`config.mk`:
```
export PLATFORM = sky130hd
export DESIGN_NAME = rca_config_sequencer
export DESIGN_NICKNAME = d
export VERILOG_FILES = /design/src/rtl/rca_config_sequencer.sv
export SDC_FILE = /design/constraint.sdc
export NUM_CORES = 1
export LEC_CHECK = 0
export BUFFER_PORTS_ARGS = -buffer_cell sky130_fd_sc_hd__buf_2
export CAP_MARGIN = 40
export CELL_PAD_IN_SITES_DETAIL_PLACEMENT = 0
export CELL_PAD_IN_SITES_GLOBAL_PLACEMENT = 1
export CORE_ASPECT_RATIO = 0.7
export CORE_MARGIN = 2
export CORE_UTILIZATION = 54
export CTS_BUF_LIST = sky130_fd_sc_hd__clkbuf_8
export DETAILED_ROUTE_END_ITERATION = 6
export GPL_ROUTABILITY_DRIVEN = 0
export HOLD_SLACK_MARGIN = 0.08
export PLACE_DENSITY_LB_ADDON = 0.1
export SETUP_SLACK_MARGIN = 0.2
export SKIP_LAST_GASP = 1
export SYNTH_ARGS = -nofsm -noshare
export SYNTH_HDL_FRONTEND = slang
export SYNTH_SLANG_ARGS = --single-unit
```
`constraint.sdc`:
```
create_clock -name clk -period 5 [get_ports clk]
set_input_delay 0.5 -clock clk [delete_from_list [all_inputs] [get_ports clk]]
set_output_delay 0.5 -clock clk [all_outputs]
set_load 0.02 [all_outputs]
```
`src/rtl/rca_config_sequencer.sv`:
```
// Config-instruction sequencer: validates RCA config instructions, queues them, and drives
// one registered write at a time into RCA config storage while tracking per-RCA pending writes.
module rca_config_sequencer #(
  parameter int unsigned NUM_RCAS       = 4,
  parameter int unsigned FIFO_DEPTH     = 4,
  parameter int unsigned NUM_GRID_MUXES = 72,
  parameter int unsigned NUM_IO_UNITS   = 13
) (
  input  logic        clk,
  input  logic        rst,
  input  logic        issue_valid,
  output logic        issue_ready,
  input  logic [2:0]  issue_funct3,
  input  logic [6:0]  issue_funct7,
  input  logic [31:0] issue_rs1,
  input  logic [31:0] issue_rs2,
  output logic        cfg_we,
  output logic [2:0]  cfg_type,
  output logic [1:0]  cfg_rca_id,
  output logic [6:0]  cfg_sel,
  output logic [31:0] cfg_value,
  input  logic        cfg_ack,
  input  logic        use_valid,
  input  logic [1:0]  use_rca_id,
  output logic        use_grant,
  output logic        err_illegal
);

  localparam int unsigned PtrW = (FIFO_DEPTH > 1) ? $clog2(FIFO_DEPTH) : 1;
  localparam int unsigned CntW = $clog2(FIFO_DEPTH + 1);

  typedef struct packed {
    logic [2:0]  ftype;
    logic [1:0]  rca_id;
    logic [6:0]  sel;
    logic [31:0] value;
  } entry_t;

  typedef enum logic [0:0] {StIdle, StDrive} state_e;

  state_e          state_q;
  entry_t          fifo_q [FIFO_DEPTH];
  logic [PtrW-1:0] rd_ptr_q, wr_ptr_q, next_rd_ptr;
  logic [CntW-1:0] count_q;
  logic [2:0]      pend_q [NUM_RCAS];
  logic [2:0]      pend_d [NUM_RCAS];
  logic [2:0]      pend_g_q, pend_g_d;

  logic   legal, per_rca, is_global, accept, push, pop;
  logic   cfg_per_rca, cfg_global;
  entry_t new_entry;

  always_comb begin
    legal     = 1'b0;
    per_rca   = 1'b0;
    is_global = 1'b0;
    case (issue_funct3)
      3'b001, 3'b100, 3'b101: begin
        per_rca = 1'b1;
        legal   = 32'(issue_funct7) < NUM_RCAS;
      end
      3'b010: begin
        is_global = 1'b1;
        legal     = issue_rs1 < NUM_GRID_MUXES;
      end
      3'b011: begin
        is_global = 1'b1;
        legal     = issue_rs1 < NUM_IO_UNITS;
      end
      default: ;
    endcase
  end

  assign issue_ready      = (count_q != CntW'(FIFO_DEPTH));
  assign accept           = issue_valid && issue_ready;
  assign push             = accept && legal;
  assign pop              = (state_q == StDrive) && cfg_ack;
  assign next_rd_ptr      = rd_ptr_q + PtrW'(1);
  assign new_entry.ftype  = issue_funct3;
  assign new_entry.rca_id = per_rca ? issue_funct7[1:0] : 2'd0;
  assign new_entry.sel    = issue_rs1[6:0];
  assign new_entry.value  = issue_rs2;

  // Only legal types are ever queued, so anything not per-RCA is global.
  assign cfg_global  = (cfg_type == 3'b010) || (cfg_type == 3'b011);
  assign cfg_per_rca = !cfg_global;

  always_comb begin
    for (int i = 0; i < int'(NUM_RCAS); i++) begin
      logic inc, dec;
      inc       = push && per_rca && (new_entry.rca_id == 2'(i));
      dec       = pop && cfg_per_rca && (cfg_rca_id == 2'(i));
      pend_d[i] = pend_q[i];
      if (inc && !dec) pend_d[i] = pend_q[i] + 3'd1;
      else if (dec && !inc) pend_d[i] = pend_q[i] - 3'd1;
    end
    pend_g_d = pend_g_q;
    if (push && is_global && !(pop && cfg_global)) pend_g_d = pend_g_q + 3'd1;
    else if (pop && cfg_global && !(push && is_global)) pend_g_d = pend_g_q - 3'd1;
  end

  always_comb begin
    logic       id_ok;
    logic [2:0] sel_pend;
    id_ok    = 1'b0;
    sel_pend = 3'd0;
    for (int i = 0; i < int'(NUM_RCAS); i++) begin
      if (use_rca_id == 2'(i)) begin
        id_ok    = 1'b1;
        sel_pend = pend_q[i];
      end
    end
    use_grant = use_valid && id_ok && (sel_pend == 3'd0) && (pend_g_q == 3'd0);
  end

  always_ff @(posedge clk) begin
    if (push) fifo_q[wr_ptr_q] <= new_entry;
  end

  always_ff @(posedge clk or posedge rst) begin
    if (rst) begin
      rd_ptr_q    <= '0;
      wr_ptr_q    <= '0;
      count_q     <= '0;
      pend_g_q    <= '0;
      err_illegal <= 1'b0;
      for (int i = 0; i < int'(NUM_RCAS); i++) pend_q[i] <= '0;
    end else begin
      if (push) wr_ptr_q <= wr_ptr_q + PtrW'(1);
      if (pop) rd_ptr_q <= next_rd_ptr;
      count_q     <= count_q + CntW'(push) - CntW'(pop);
      pend_g_q    <= pend_g_d;
      err_illegal <= accept && !legal;
      for (int i = 0; i < int'(NUM_RCAS); i++) pend_q[i] <= pend_d[i];
    end
  end

  // The presented entry stays in the FIFO until acked, so count_q includes it.
  always_ff @(posedge clk or posedge rst) begin
    if (rst) begin
      state_q    <= StIdle;
      cfg_we     <= 1'b0;
      cfg_type   <= '0;
      cfg_rca_id <= '0;
      cfg_sel    <= '0;
      cfg_value  <= '0;
    end else begin
      case (state_q)
        StIdle: begin
          if (count_q != '0) begin
            {cfg_type, cfg_rca_id, cfg_sel, cfg_value} <= fifo_q[rd_ptr_q];
            cfg_we  <= 1'b1;
            state_q <= StDrive;
          end
        end
        StDrive: begin
          if (cfg_ack) begin
            if (count_q > CntW'(1)) begin
              {cfg_type, cfg_rca_id, cfg_sel, cfg_value} <= fifo_q[next_rd_ptr];
            end else begin
              cfg_we  <= 1'b0;
              state_q <= StIdle;
            end
          end
        end
        default: state_q <= StIdle;
      endcase
    end
  end

endmodule

```
==> reports/metrics.cfg, run 1 <==
[run_status]
status=finished clean

[floorplanning]
core_area_mm2=0.0191
fp-row-count=42
dieHeight_um=122
start_util=0.558
die_w_um=172
die_area_mm2=0.0209
boundaryPins=129

[hold_path]
hp-class=in2reg
worstHoldEndpoint=fifo_q[2][5]$_DFFE_PP_
holdPathStages=1
hp-start=issue_rs2[5]

[timing]
worstMarginPinSlew_ps=876
fin_crit_ps=2870
fin_ws_ps=2130
setup_viol=0
finalHoldViolations=0
drv_slew=0
slew-limit-headroom=0.415
rsz0062_at_grt=no
fin_tns_setup_ps=0
clock-skew-final_ps=13.8
fin_crit_sh=0.575
max_freq_mhz=348

[setup_path]
crit_slowest_cell=nor2_4
cp_cell_sequence=inv_2, buf_12, nor2_4, buf_4, a22oi_1, o22a_1, o21ai_0
crit_required_ps=5430
crit_fanout=29
rr_worst_depth=7
path_class=reg2reg
reg2reg_to=cfg_value[19]$_DFFE_PP0P_
cpPeakStageDelay_ps=700
arrival_ps=3300
ff2ff_setup_slack_ps=2130
start_kind=register
r2r-start=state_q$_DFF_PP0_
end_kind=register

[clocking]
cts_tree=built
clkSinkCount=245
clk_latency_ps=520
path_clk_slew_ps=60
clock_path_buffers=3
clockRootBuffer=clkbuf_8
cts_setup_buffers=0
post_cts_resized=0
htree_levels=2
numCtsBuffers=38
ctsHoldBuffers=1

[yosys]
ys_top_cells_by_area=edfxtp_1, dfrtp_1, a221oi_1, mux2_2, o22a_1
yosysTopAreaCellShare=0.495
ys_types=45
postSynthCellCount=750
seq_area_frac_synth=0.656
synth_top_area_cell=edfxtp_1
yosys_warnings=0
synth_edf_count=176
ys.flop_type=edfxtp_1
ys_seq_elements=245
syn-num-nets=850
syn_avg_cell_area_um2=14.2
ys_async_sr_fraction=0.282
synth_area_mm2=0.0107

[grt]
grt_overflow_total=0
antenna_found_initial=0
grt_pass1_vias=7659
grt_max_degree=49
grt_first_pass_wirelength_um=41300
grt_use_total=0.259

[placement]
place_ws_ps=1770
hpwl_um=15700
io_buffer_count=128

[power_and_ir_drop]
power_leakage_nw=4.63
power_density_mw_per_mm2=577
vdd_drop_max_uv=312

[route]
drtAntennaViolNets=0
via_count=7364
via_per_inst=6.26
drcViolationCount=0
drtIter0Drc=671
drt-wirelength-per-cell_um=22.5
drt_wl_total_um=26500
dr.pass1.iters=5

[cells_and_area]
layout.nets=984
seq_area_mm2=0.00702
diodes=0
multi_input_area_mm2=0.00339
mostFrequentLayoutCell=edfxtp_1
area_delta_synth_final_pct=16.6
final_cell_mix=edfxtp_1, buf_2, a221oi_1
drive_above_1_share=0.287
fillCellCount=1487

[job]
drv_cap=0

==> per-layer routing <==
metal / up-vias / GRT usage / share of wire
li1: 3279 / - / -
met1: 3702 / 0.356 / 0.43
met2: 321 / 0.418 / 0.47
met3: 62 / 0.0465 / 0.073
met4: 0 / 0.0977 / 0.023
met5: - / 0 / 0
==> cell families after synthesis <==
group | share of synthesized area
buf+inv | 0.0326
mux | 0.0526
compound gates | 0.171
xor+xnor | 0.0156
simple gates | 0.0457
fa+ha+maj | 0.0265
flops | 0.656
==> flip-flops by register name (all words and copies together) (netlist names) <==
name and count:
state_q 1, cfg_rca_id 2, cfg_sel 7, rd_ptr_q 2, pend_g_q 3, cfg_value 32, pend_q 12, cfg_type 3
count_q 3, cfg_we 1, err_illegal 1, fifo_q 176, wr_ptr_q 2
==> stage by stage <==
stage	hold slack [ps]	util	instances	power, mW	area, um^2
after floorplan	434	-	750	4.72	10700
after global placement	450	0.604	1099	5.43	11600
after detailed placement	458	0.614	1107	5.63	11700
after CTS	189	0.651	1176	7.20	12500
after global routing	187	0.651	1176	7.59	12500
final	207	0.651	1176	7.19	12500
==> synth_stat cells (9+ instances only) <==
library cell / instances
edfxtp_1: 176
a221oi_1: 86
dfrtp_1: 69
nand2_1: 52
mux2_2: 49
a22oi_1: 44
o22a_1: 43
o21ai_0: 35
buf_2: 28
clkbuf_1: 24
inv_1: 18
ha_1: 13
nor4_1: 13
o21ai_1: 13
nor2_1: 10
xor2_1: 10
xnor2_1: 9
==> power breakdown <==
group	leakage (nW)	internal (mW)	switching (mW)	total [mW]
Combinational	1.78	1.16	1.74	2.90
Clock	0.434	0.820	0.749	1.57
Sequential	2.42	2.47	0.247	2.72
==> worst max-delay path, delay by kind of cell, from the launching register on <==
kind	cells	cell delay [ps]
DFF	1	630
and+or+nand+nor	1	700
AOI/OAI and AO/OA	3	500
buffers and inverters	3	930
==> worst max path at each step <==
| stage | slack [ps] | cells after the start | from | endpoint |
|---|---|---|---|---|
| floorplan | 1070 | 5 | issue_funct7[5] | fifo_q[0][0]$_DFFE_PP_ |
| finish | 2130 | 7 | state_q$_DFF_PP0_ | cfg_value[19]$_DFFE_PP0P_ |
| global placement | 1820 | 13 | issue_rs1[5] | pend_q[8]$_DFFE_PP0P_ |
| global route | 1930 | 7 | state_q$_DFF_PP0_ | cfg_value[19]$_DFFE_PP0P_ |
| CTS | 2140 | 7 | state_q$_DFF_PP0_ | cfg_value[19]$_DFFE_PP0P_ |
| detailed placement | 1770 | 13 | issue_rs1[5] | pend_q[8]$_DFFE_PP0P_ |
==> cell type report <==
| class | count | area share |
|---|---|---|
| Tap cell | 264 | 0.0265 |
| Sequential cell | 245 | 0.563 |
| Timing Repair Buffer | 151 | 0.0754 |
| Inverter | 20 | 0.00613 |
| Multi-Input combinational cell | 428 | 0.272 |
| Clock buffer | 42 | 0.0464 |
| Clock inverter | 26 | 0.0102 |
(Power assumes the default switching activity.)
==> run 2, diff against run 1 <==
- CORE_UTILIZATION: 54 -> 50
- clock period: 5 -> 2.88 ns (I/O delays scaled with it)
==> reports/metrics.cfg, run 2 (synthesis results as in run 1) <==
[power_and_ir_drop]
p_total_mw=12.6  ; was 7.19 mW
p_comb_frac=0.405  ; was 0.403
p_seq_frac=0.372  ; was 0.379
switching_power_mw=4.81  ; was 2.73 mW
power.share.switching=0.380  ; about the same
p_clk_frac=0.224  ; was 0.218
intPower_mw=7.84  ; was 4.45 mW
power_density_mw_per_mm2=969  ; was 577 mW/mm^2
power_leakage_nw=4.86  ; was 4.63 nW
vdd_drop_max_uv=438  ; was 312 uV

[route]
drtIter0Drc=619  ; was 671
via_count=7602  ; was 7364
via_per_inst=6.11  ; was 6.26
drcViolationCount=16  ; was 0
drtAntennaViolNets=0  ; unchanged
drt_wl_total_um=28000  ; was 26500 um
drt-wirelength-per-cell_um=22.5  ; about the same
dr.pass1.iters=7  ; was 5

[timing]
max_freq_mhz=401  ; was 348 MHz
fin_crit_ps=2490  ; was 2870 ps
fin_ws_ps=388  ; was 2130 ps
setup_viol=0  ; unchanged
drv_slew=0  ; unchanged
worstMarginPinSlew_ps=923  ; was 876 ps
finalHoldViolations=0  ; unchanged
fin_crit_sh=0.865  ; was 0.575
rsz0062_at_grt=no  ; unchanged
fin_tns_setup_ps=0  ; unchanged
clock-skew-final_ps=13.5  ; was 13.8 ps
slew-limit-headroom=0.383  ; was 0.415

[floorplanning]
fp-row-count=44  ; was 42
core_area_mm2=0.0209  ; was 0.0191 mm^2
die_w_um=179  ; was 172 um
die_area_mm2=0.0226  ; was 0.0209 mm^2
boundaryPins=129  ; unchanged
dieHeight_um=126  ; was 122 um
start_util=0.512  ; was 0.558

[grt]
grt_overflow_total=0  ; unchanged
grt_pass1_vias=7922  ; was 7659
grt_use_total=0.254  ; was 0.259
grt_first_pass_wirelength_um=43900  ; was 41300 um
antenna_found_initial=0  ; unchanged
grt_max_degree=89  ; was 49

[cells_and_area]
final_cell_area_mm2=0.0130  ; was 0.0125 mm^2
largest-register=fifo_q  ; unchanged
fin_util=0.625  ; was 0.651
reg_top3=fifo_q: 176 flops, cfg_value: 32 flops, pend_q: 12 flops  ; unchanged
layout.nets=1041  ; was 984
largest_register_ffs=176  ; unchanged
area_delta_synth_final_pct=22.1  ; was 16.6%
fillCellCount=1570  ; was 1487
diodes=0  ; unchanged
final_cell_mix=edfxtp_1, buf_2, a221oi_1  ; unchanged
drive_above_1_share=0.292  ; was 0.287
mostFrequentLayoutCell=edfxtp_1  ; unchanged

[placement]
io_buffer_count=128  ; unchanged
hpwl_um=16600  ; was 15700 um
placed_cell_area_mm2=0.0118  ; was 0.0117 mm^2
place_ws_ps=-89.2  ; was 1770 ps

[setup_path]
crit_fanout=6  ; was 29
start_kind=register  ; unchanged
cpPeakStageDelay_ps=410  ; was 700 ps
crit_required_ps=3330  ; was 5430 ps
arrival_ps=2940  ; was 3300 ps
path_class=reg2reg  ; unchanged
end_kind=register  ; unchanged
crit_family=simple AND/OR/NAND/NOR gates  ; was buffers and inverters
cp_cell_sequence=inv_1, or3_1, nand2_1, o21bai_4, nor4_1, ha_1, inv_1, fa_1, xor2_1, nor2_1, xor2_1  ; was inv_2, buf_12, nor2_4, buf_4, a22oi_1, o22a_1, o21ai_0
path_buf_inv=2  ; was 3
crit_slowest_cell=dfrtp_1  ; was nor2_4

[clocking]
clkSinkCount=245  ; unchanged
numCtsBuffers=39  ; was 38
path_clk_slew_ps=60  ; about the same
htree_levels=2  ; unchanged
clk_latency_ps=540  ; was 520 ps
clockRootBuffer=clkbuf_8  ; unchanged
clock_path_buffers=3  ; unchanged
cts_tree=built  ; unchanged

[run_status]
violations=design-rule violations
status=finished, violations left  ; was finished clean

[hold_path]
hp-class=in2reg  ; unchanged

[job]
drv_cap=0  ; unchanged

==> run 2: cell types whose count changed in the layout (fill, tap and decap cells not counted), moves of 3 or more <==
cell           delta
buf_4            +11
buf_16            -3
dlygate4sd3_1    +44
buf_12            +4
==> run 2: what timing repair did <==
| item | CTS | global route |
|---|---|---|
| endpoints found under the hold margin | 190 | 0 |
| gates resized for setup | 0 | 5 |
| setup buffers | 0 | 0 |
| hold buffers | 45 | 0 |
| setup endpoints to repair | 0 | 6 |
==> run 2: layout make-up <==
| type | count | area, um^2 | share of cell area |
|---|---|---|---|
| repair buffers | 207 | 1460 | 0.112 |
| well taps | 276 | 345 | 0.0265 |
| multi-input cells | 428 | 3410 | 0.262 |
| flip-flops and latches | 245 | 7020 | 0.538 |
| inverters | 20 | 76.3 | 0.00585 |
| clock inverters | 25 | 130 | 0.00998 |
| clock buffers | 44 | 606 | 0.0464 |
==> run 2: power groups by stage <==
stage          logic, mW  clock network (mW)  registers [mW]
2_1_floorplan       3.16                   0            5.04
3_3_place_gp        4.90                   0            4.73
3_5_place_dp        5.04                   0            4.77
4_1_cts             5.11                2.88            4.70
5_1_grt             5.57                3.05            4.77
6_report            5.12                2.83            4.70
==> run 2: layer usage <==
| layer | up-vias | wire (um) | share of wire | track usage |
|---|---|---|---|---|
| li1 | 3404 | - | - | - |
| met1 | 3845 | 12400 | 0.44 | 0.356 |
| met2 | 309 | 13300 | 0.47 | 0.410 |
| met3 | 44 | 1980 | 0.071 | 0.0471 |
| met4 | 0 | 401 | 0.014 | 0.0703 |
| met5 | - | 0 | 0 | 0 |
==> run 2: stage by stage <==
step,std cells,hold slack (ps)
2_1_floorplan,750,387
3_5_place_dp,1131,388
4_1_cts,1245,81.0
3_3_place_gp,1131,359
5_1_grt,1245,81.3
6_report,1245,109
==> run 2: worst paths after layout <==
kind                                         start                      end  slack (ps)  cells past startpoint
max                           count_q[2]$_DFF_PP0_   pend_q[11]$_DFFE_PP0P_         390                     11
min                                   issue_rs1[4]  fifo_q[0][36]$_DFFE_PP_         110                      2
max reg2reg                   count_q[2]$_DFF_PP0_   pend_q[11]$_DFFE_PP0P_         390                     11
min reg2reg                pend_g_q[2]$_DFFE_PP0P_  pend_g_q[2]$_DFFE_PP0P_         470                      1
max in group asynchronous                      rst   cfg_sel[2]$_DFFE_PP0P_        1710                      4
min in group asynchronous                      rst       cfg_we$_DFFE_PP0P_         360                      3
